## config.mk

```make
export PLATFORM = sky130hd
export DESIGN_NAME = layer1_maxpool
export DESIGN_NICKNAME = d
export VERILOG_FILES = /design/src/rtl/cnn_pkg.sv /design/src/rtl/cnn_lane_max.sv /design/src/rtl/layer1_maxpool.sv
export SDC_FILE = /design/constraint.sdc
export NUM_CORES = 2
export LEC_CHECK = 0
export CAP_MARGIN = 20
export CELL_PAD_IN_SITES_DETAIL_PLACEMENT = 1
export CELL_PAD_IN_SITES_GLOBAL_PLACEMENT = 2
export CORE_ASPECT_RATIO = 0.6
export CORE_MARGIN = 2
export CORE_UTILIZATION = 35
export CTS_BUF_LIST = sky130_fd_sc_hd__clkbuf_8
export DETAILED_ROUTE_END_ITERATION = 16
export GPL_ROUTABILITY_DRIVEN = 0
export GPL_TIMING_DRIVEN = 1
export HOLD_SLACK_MARGIN = 0.08
export PLACE_DENSITY_LB_ADDON = 0.1
export SLEW_MARGIN = 20
export SYNTH_ARGS = -nofsm -noshare
export SYNTH_HDL_FRONTEND = slang
export SYNTH_SLANG_ARGS = --single-unit
```

## constraint.sdc

```tcl
create_clock -name clk -period 14.1 [get_ports clk]
set_input_delay 1.41 -clock clk [delete_from_list [all_inputs] [get_ports clk]]
set_output_delay 1.41 -clock clk [all_outputs]
set_load 0.1 [all_outputs]
```

## src/rtl/cnn_pkg.sv

```systemverilog
// Shared CNN datapath definitions: lane geometry, lane vector type, pooling FSM
// states and the per-lane two's-complement max helper.
package cnn_pkg;

  localparam int CH = 8;
  localparam int DW = 16;

  typedef logic signed [DW-1:0] lane_t;
  typedef lane_t [CH-1:0]       lane_vec_t;

  typedef enum logic [1:0] {
    IDLE = 2'd0,
    RUN  = 2'd1,
    DONE = 2'd2
  } pool_state_t;

  // Ties resolve to a, which is a valid max either way.
  function automatic lane_t lane_max(input lane_t a, input lane_t b);
    return (a >= b) ? a : b;
  endfunction

endpackage

```

## src/rtl/cnn_lane_max.sv

```systemverilog
// Combinational per-lane signed max of two CH-lane vectors
// (lane c at bits [c*DW +: DW]).
module cnn_lane_max #(
  parameter int CH = cnn_pkg::CH,
  parameter int DW = cnn_pkg::DW
) (
  input  logic [CH*DW-1:0] a,
  input  logic [CH*DW-1:0] b,
  output logic [CH*DW-1:0] y
);
  import cnn_pkg::*;

  for (genvar c = 0; c < CH; c++) begin : g_lane
    assign y[c*DW +: DW] = lane_max(a[c*DW +: DW], b[c*DW +: DW]);
  end

endmodule

```

## src/rtl/layer1_maxpool.sv

```systemverilog
// 2x2 stride-2 max pool over a raster-order CH-lane pixel stream, one frame per start.
// Optional build macro LAYER1_POOL_RELU_EN clamps negative input lanes to zero first.
module layer1_maxpool #(
  parameter int IMG_W = 30,
  parameter int IMG_H = 30,
  parameter int CH    = cnn_pkg::CH,
  parameter int DW    = cnn_pkg::DW
) (
  input  logic             clk,
  input  logic             rst,
  input  logic             start,
  input  logic             in_valid,
  output logic             in_ready,
  input  logic [CH*DW-1:0] in_data,
  output logic             out_valid,
  input  logic             out_ready,
  output logic [CH*DW-1:0] out_data,
  output logic             out_last,
  output logic             done,
  output logic [1:0]       dbg_state
);
  import cnn_pkg::*;

  localparam int W      = CH * DW;
  localparam int HALF_W = IMG_W / 2;
  localparam int CW     = $clog2(IMG_W);
  localparam int RW     = $clog2(IMG_H);

  // Handshakes: a word moves on any posedge where valid && ready are both high;
  // a producer holds valid and data steady until that edge, ready never waits on valid.
  pool_state_t    state_q, state_d;
  logic [CW-1:0]  col_q;
  logic [RW-1:0]  row_q;
  logic [W-1:0]   pair_q;
  logic [W-1:0]   in_lanes;
  logic [W-1:0]   pair_max;
  logic [W-1:0]   pool_max;
  logic [W-1:0]   line_buf [HALF_W];
  logic [CW-2:0]  buf_idx;
  logic           in_fire, out_fire, col_last, row_last;

`ifdef LAYER1_POOL_RELU_EN
  for (genvar c = 0; c < CH; c++) begin : g_relu
    assign in_lanes[c*DW +: DW] = in_data[c*DW + DW - 1] ? '0 : in_data[c*DW +: DW];
  end
`else
  assign in_lanes = in_data;
`endif

  assign in_ready  = (state_q == RUN) && (!out_valid || out_ready);
  assign in_fire   = in_valid && in_ready;
  assign out_fire  = out_valid && out_ready;
  assign done      = (state_q == DONE);
  assign dbg_state = state_q;
  assign col_last  = (col_q == CW'(IMG_W - 1));
  assign row_last  = (row_q == RW'(IMG_H - 1));
  assign buf_idx   = col_q[CW-1:1];

  cnn_lane_max #(.CH(CH), .DW(DW)) u_pair_max (
    .a (pair_q),
    .b (in_lanes),
    .y (pair_max)
  );

  cnn_lane_max #(.CH(CH), .DW(DW)) u_pool_max (
    .a (line_buf[buf_idx]),
    .b (pair_max),
    .y (pool_max)
  );

  always_ff @(posedge clk or negedge rst) begin
    if (!rst) state_q <= IDLE;
    else      state_q <= state_d;
  end

  always_comb begin
    state_d = state_q;
    case (state_q)
      IDLE:    if (start) state_d = RUN;
      RUN:     if (out_fire && out_last) state_d = DONE;
      DONE:    state_d = IDLE;
      default: state_d = IDLE;
    endcase
  end

  always_ff @(posedge clk or negedge rst) begin
    if (!rst) begin
      col_q     <= '0;
      row_q     <= '0;
      pair_q    <= '0;
      out_valid <= 1'b0;
      out_last  <= 1'b0;
      out_data  <= '0;
    end else begin
      if (state_q == IDLE && start) begin
        col_q <= '0;
        row_q <= '0;
      end else if (in_fire) begin
        if (col_last) begin
          col_q <= '0;
          row_q <= row_last ? '0 : row_q + 1'b1;
        end else begin
          col_q <= col_q + 1'b1;
        end
      end
      if (in_fire && !col_q[0]) pair_q <= in_lanes;
      // in_ready already guarantees the output slot is free or draining this edge.
      if (in_fire && col_q[0] && row_q[0]) begin
        out_valid <= 1'b1;
        out_data  <= pool_max;
        out_last  <= row_last && col_last;
      end else if (out_fire) begin
        out_valid <= 1'b0;
        out_last  <= 1'b0;
      end
    end
  end

  // Even rows only park pair maxima; odd rows consume them before they are rewritten.
  always_ff @(posedge clk) begin
    if (in_fire && col_q[0] && !row_q[0]) line_buf[buf_idx] <= pair_max;
  end

endmodule

```

Word level (Yosys, flattened, before mapping) --
Memory sizes are Yosys's and may differ from the RTL's. Index checks and enable logic that the tools add are counted.
Storage, ports and cells: flip-flop bits (word level) 270, latch bits 0, memory bits (writable) 1920, bits in read-only memories 0, input port bits 133, output and inout port bits 134, memories kept 1
Memory list:
- line_buf | depth 15, width 128, rd ports 1, clocked after memory_dff 0, wr ports 1, line layer1_maxpool.sv:38 | logic [W-1:0] line_buf [HALF_W];
Operators by class: add/sub/neg operators 2, $mul 0, divide/modulo/power cells 0, magnitude comparators 16, equality and inequality tests 6, shifts and indexed selects 0, mux-type cells 31, bitwise gates (word level) 0, reductions and logical operators 20
Operators by type and width (count):
- >= comparator 16 bit | 16
- 2-to-1 mux 16 bit | 16
- 2-to-1 mux 5 bit | 7
- adder 5 x 1 -> 5 bit (second input constant) | 2
- == test 5 bit (second input constant) | 2
- logical AND 1 bit | 10
- nonzero test 2 bit | 3
- 2-to-1 mux 1 bit | 5
- 2-to-1 mux 2 bit | 2
- one-hot mux 2 bit (2 select lines) | 1
- AND reduction 2 bit | 2
- zero test 1 bit | 3
- == test 2 x 1 -> 1 bit (second input constant) | 1
- == test 2 bit (second input constant) | 1
- zero test 2 bit | 1
- != test 2 x 1 -> 1 bit (second input constant) | 1
- != test 2 bit (second input constant) | 1
- logical OR 1 bit | 1

Logic depth before layout (Yosys ltp) --
depth after elaboration 8, gate-level depth with buffers 20, mapped depth without buffers 17

Modules after synthesis --
A second synthesis with hierarchy kept.
Second synthesis, totals: cell total of the unflattened synthesis 5098, area total of the unflattened synthesis 92652.6 sq um
By module, submodules not included:
- layer1_maxpool | instances 1, cells an instance 3922, area an instance 82778.1 sq um, seq. area each 64411.8 sq um
- cnn_lane_max | instances 2, cells an instance 588, area an instance 4937.2 sq um, seq. area each 0.0 sq um

Worst setup path after synthesis --
No wires, ideal clock.
kind in2reg, start input port out_ready, end memory line_buf[1][0] (netlist name) (enable), library setup time 0.772 ns, arrival time 12.408 ns, data required time 13.328 ns, path slack 0.920 ns, cell stages on the path 6, buffers on the path 0, path through inv_1 > a21oi_1 > nand2_1 > nor2_1 > nand3_1 > nor3_1
On the way: longest elaborated chain between the ends 7
Ends and longest elaborated chain:
- from (decl) | line layer1_maxpool.sv:16 | input logic out_ready,
- logical OR 1 bit | line layer1_maxpool.sv:50 | assign in_ready = (state_q == RUN) && (!out_valid || out_ready);
- logical AND 1 bit | line layer1_maxpool.sv:50
- net in_ready | line layer1_maxpool.sv:13 | output logic in_ready,
- logical AND 1 bit | line layer1_maxpool.sv:51 | assign in_fire = in_valid && in_ready;
- logical AND 1 bit (2 in a row) | line layer1_maxpool.sv:121 | if (in_fire && col_q[0] && !row_q[0]) line_buf[buf_idx] <= pair_max;
- 2-to-1 mux 1 bit | line layer1_maxpool.sv:121
- 2-to-1 mux 1 bit (implied by the code) | line layer1_maxpool.sv:121
- to (decl) | line layer1_maxpool.sv:38
The timed path passes the listed nets, and every way through them passes these cells.

Final worst setup path --
start register col_q[1], end register out_data[104]
On the way: longest elaborated chain between the ends 3
Ends and longest elaborated chain:
- from (decl) | line layer1_maxpool.sv:32 | logic [CW-1:0] col_q;
- from (signal assigned) | line layer1_maxpool.sv:103 | col_q <= col_q + 1'b1;
- memory read (15 x 128 bit) *
- >= comparator 16 bit | line cnn_pkg.sv:19 | return (a >= b) ? a : b;
- 2-to-1 mux 16 bit * | line cnn_pkg.sv:19
- to (signal assigned) | line layer1_maxpool.sv:110 | out_data <= pool_max;
- to (decl) | line layer1_maxpool.sv:17 | output logic [CH*DW-1:0] out_data,
Mark *: on every way between the ends. The rest lies on a longest branch, timed or not. A chain may end at the register's enable or synchronous reset.

==> flow_metrics.env <==
export IMPL_outcome="finished, final reports clean"
export IMPL_ctsResizeCount=0
export IMPL_antenna_found_initial=6
export IMPL_fp_row_count=145
export IMPL_synth_main_ff_cell="edfxtp_1"
export IMPL_detail_route_wl_per_cell_um=27.8
export IMPL_path_class="reg2reg"
export IMPL_slew_headroom=0.210
export IMPL_syn_nets=5532
export IMPL_nFillCells=25300
export IMPL_dp_hpwl_mm=145
export IMPL_critPathCaptureType="register"
export IMPL_worstReg2RegEnd="out_data[104]"
export IMPL_cp_max_fo=88
export IMPL_setup_viol=0
export IMPL_finalCriticalPeriod_ps=6880
export IMPL_synthCells=5139
export IMPL_cts_sinks=2190
export IMPL_grt_util_met1=0.284
export IMPL_synth_xor_area_frac=0
export IMPL_grtUsageTotal=0.194
export IMPL_start_kind="register"
export IMPL_ant_nets=0
export IMPL_p_leak_nw=36.5
export IMPL_cts_buffers=355
export IMPL_cp_endpoint="out_data[104]"
export IMPL_muxShareOfSynthArea=0.157
export IMPL_layout_commonest_cell="edfxtp_1"
export IMPL_fin_nets=5988
export IMPL_final_cell_mix="edfxtp_1 (1920), mux4_2 (505), nand2_1 (422)"
export IMPL_vdd_drop_max_mv=0.139
export IMPL_path_clk_slew_ps=70
export IMPL_grt_pass1_vias=52200
export IMPL_slowest_stage="dfrtp_4"
export IMPL_critPathRequiredTime_ps=14930
export IMPL_wirelength_mm=258
export IMPL_post_cts_setup_buffer_count=0
export IMPL_finalHoldViolCount=0
export IMPL_avgSynthCellArea_sq_um=17.8
export IMPL_synth_simple_area_share=0.0343
export IMPL_clock_path_buffers=4
export IMPL_synth_fa_ha_area_frac=0.0355
export IMPL_layout_worst_path_cycle_share=0.488
export IMPL_hold_buffers=0
export IMPL_ioPinCount=267
export IMPL_async_flop_share=0.123
export IMPL_fmax_mhz=145
export IMPL_r2r_start="col_q[1]"
export IMPL_critical_path_max_stage_delay_ps=850
export IMPL_vias=48400
export IMPL_ctsRootBufferMaster="clkbuf_8"
export IMPL_grt_max_degree=138
export IMPL_overflow=0
export IMPL_yosys_warnings=0
export IMPL_worstMarginPinSlew_ps=1180
export IMPL_yosysSeqAreaShare=0.703
export IMPL_ys_ff_latch=2190
export IMPL_route_detailed_drc=0
export IMPL_hp_class="in2async"
export IMPL_rsz0062_at_grt="false"
export IMPL_dr_pass1_iters=5
export IMPL_via_per_inst=5.20
export IMPL_cp_startpoint="col_q[1]"
export IMPL_rr_worst_depth=13
export IMPL_cts_tree="done"
export IMPL_grt_pass1_wl_mm=379
export IMPL_power_density_nw_per_um2=235
export IMPL_synth_distinct_cells=60
export IMPL_portBuffers=266
export IMPL_syn2layout_area_growth_pct=14.4
export IMPL_drive_gt1_frac=0.189
export IMPL_grtUsageMet2=0.304
export IMPL_drtIter0Drc=3513
export IMPL_dieArea_sq_um=266000
export IMPL_finalMaxSlewViolations=0
export IMPL_multi_input_area_sq_um=25100
export IMPL_die_x_um=664
export IMPL_start_util=0.352
export IMPL_core_area_sq_um=260000
export IMPL_fin_util=0.403
export IMPL_h_tree_depth=5
export IMPL_grtUsageMet3=0.0297
export IMPL_setup_tns_ps=0
export IMPL_path_cells="buf_12, buf_4, buf_4, mux4_2, mux4_2, ha_1, a21o_1, a21o_1, a21oi_1, o21ai_0, a22o_1, or2_2, o211ai_1"
export IMPL_cp_arrival_ps=7710
export IMPL_drv_cap=0
export IMPL_netlist_area_sq_um=91600
export IMPL_r2r_slack_ps=7220
export IMPL_synth_compound_area_frac=0.0459
export IMPL_die_h_um=400
export IMPL_synth_edff_count=1920
export IMPL_grt_busiest_layer="met2"
export IMPL_skew_ps=55.3
export IMPL_synth_top_family_by_area="multiplexers"
export IMPL_seq_area_sq_um=64400
export IMPL_clk_latency_ps=950
worst max-delay path, delay by kind of cell (launching register included):
kind / cells / cell delay [ps]
buffers and inverters: 3 / 2140
AO/OA/AOI/OAI: 6 / 1440
multiplexers: 2 / 1130
flip-flops: 1 / 850
AND/OR/NAND/NOR: 1 / 590
adder cells (fa/ha/maj): 1 / 320
cell usage after synthesis, drive strengths merged, types with 3 or more instances:
cell type	number	area [sq um]
mux2	33	398
a2111oi	7	61.3
nor4	6	37.5
and4	4	35.0
nor2	51	191
o31a	17	149
edfxtp	1920	57700
inv	269	1010
clkbuf	146	548
nand3	60	300
nor3	36	180
and2	3	18.8
a211oi	16	120
or3	4	25.0
nand2b	9	56.3
a22o	4	35.0
o41ai	8	88.8
nand2	422	1580
a221oi	3	26.3
a211o	3	26.3
buf	116	621
o21ai	305	1530
o21a	9	67.6
a31oi	4	25.0
o211ai	144	1130
a221o	15	150
dfrtp	270	6760
ha	260	3250
mux2i	251	2610
a21oi	75	375
o31ai	3	22.5
or4b	5	50.1
nor2b	21	131
nand4	75	469
mux4	505	11400
a21o	42	315
power by group:
part	switching, W	internal, W
Sequential	0.000474	0.00893
Clock	0.00260	0.00252
Combinational	0.00668	0.00338
flip-flops by register name (all words and copies together) (netlist names):
name       flops
col_q          5
dbg_state      2
line_buf    1920
out_data     128
out_last       1
out_valid      1
pair_q       128
row_q          5
layer usage:
layer	share of wire	vias up
li1	-	21400
met1	0.48	25800
met2	0.46	884
met3	0.037	366
met4	0.020	0
met5	0	-
layout make-up:
| cell class | count | area share |
|---|---|---|
| Multi-Input combinational cell | 2418 | 0.240 |
| Clock inverter | 252 | 0.0119 |
| Tap cell | 3454 | 0.0413 |
| Clock buffer | 367 | 0.0482 |
| Sequential cell | 2190 | 0.615 |
| Antenna cell | 2 | 0.0000478 |
| Inverter | 269 | 0.00964 |
| Timing Repair Buffer | 361 | 0.0343 |
logic make-up (layout without fill, tap and decap cells):
group | count (synthesis) | in the layout
simple gates | 704 | 704
compound gates | 665 | 665
flops | 2190 | 2190
fa+ha+maj | 260 | 260
other cells | 0 | 2
mux | 789 | 789
buf+inv | 531 | 1249
how the worst min path moves through the flow:
stage | slack (ps) | endpoint | cells past startpoint
6_report | 500 | pair_q[119] | 1
5_1_grt | 460 | pair_q[122] | 1
3_3_place_gp | 490 | pair_q[1] | 2
3_5_place_dp | 490 | dbg_state[0] | 1
2_1_floorplan | 470 | pair_q[1] | 2
4_1_cts | 400 | pair_q[122] | 1
per-stage QoR:
stage	setup WS (ps)	hold WS (ps)	power, W	instances	instance area (sq um)
finish	7220	497	0.0246	9313	105000
global route	6740	459	0.0260	9312	105000
CTS	7070	405	0.0250	9311	105000
detailed placement	6590	485	0.0198	8692	98500
global placement	6580	486	0.0196	8692	98500
floorplan	920	470	0.0163	5139	91600
Power figures use the tool's default switching activity.
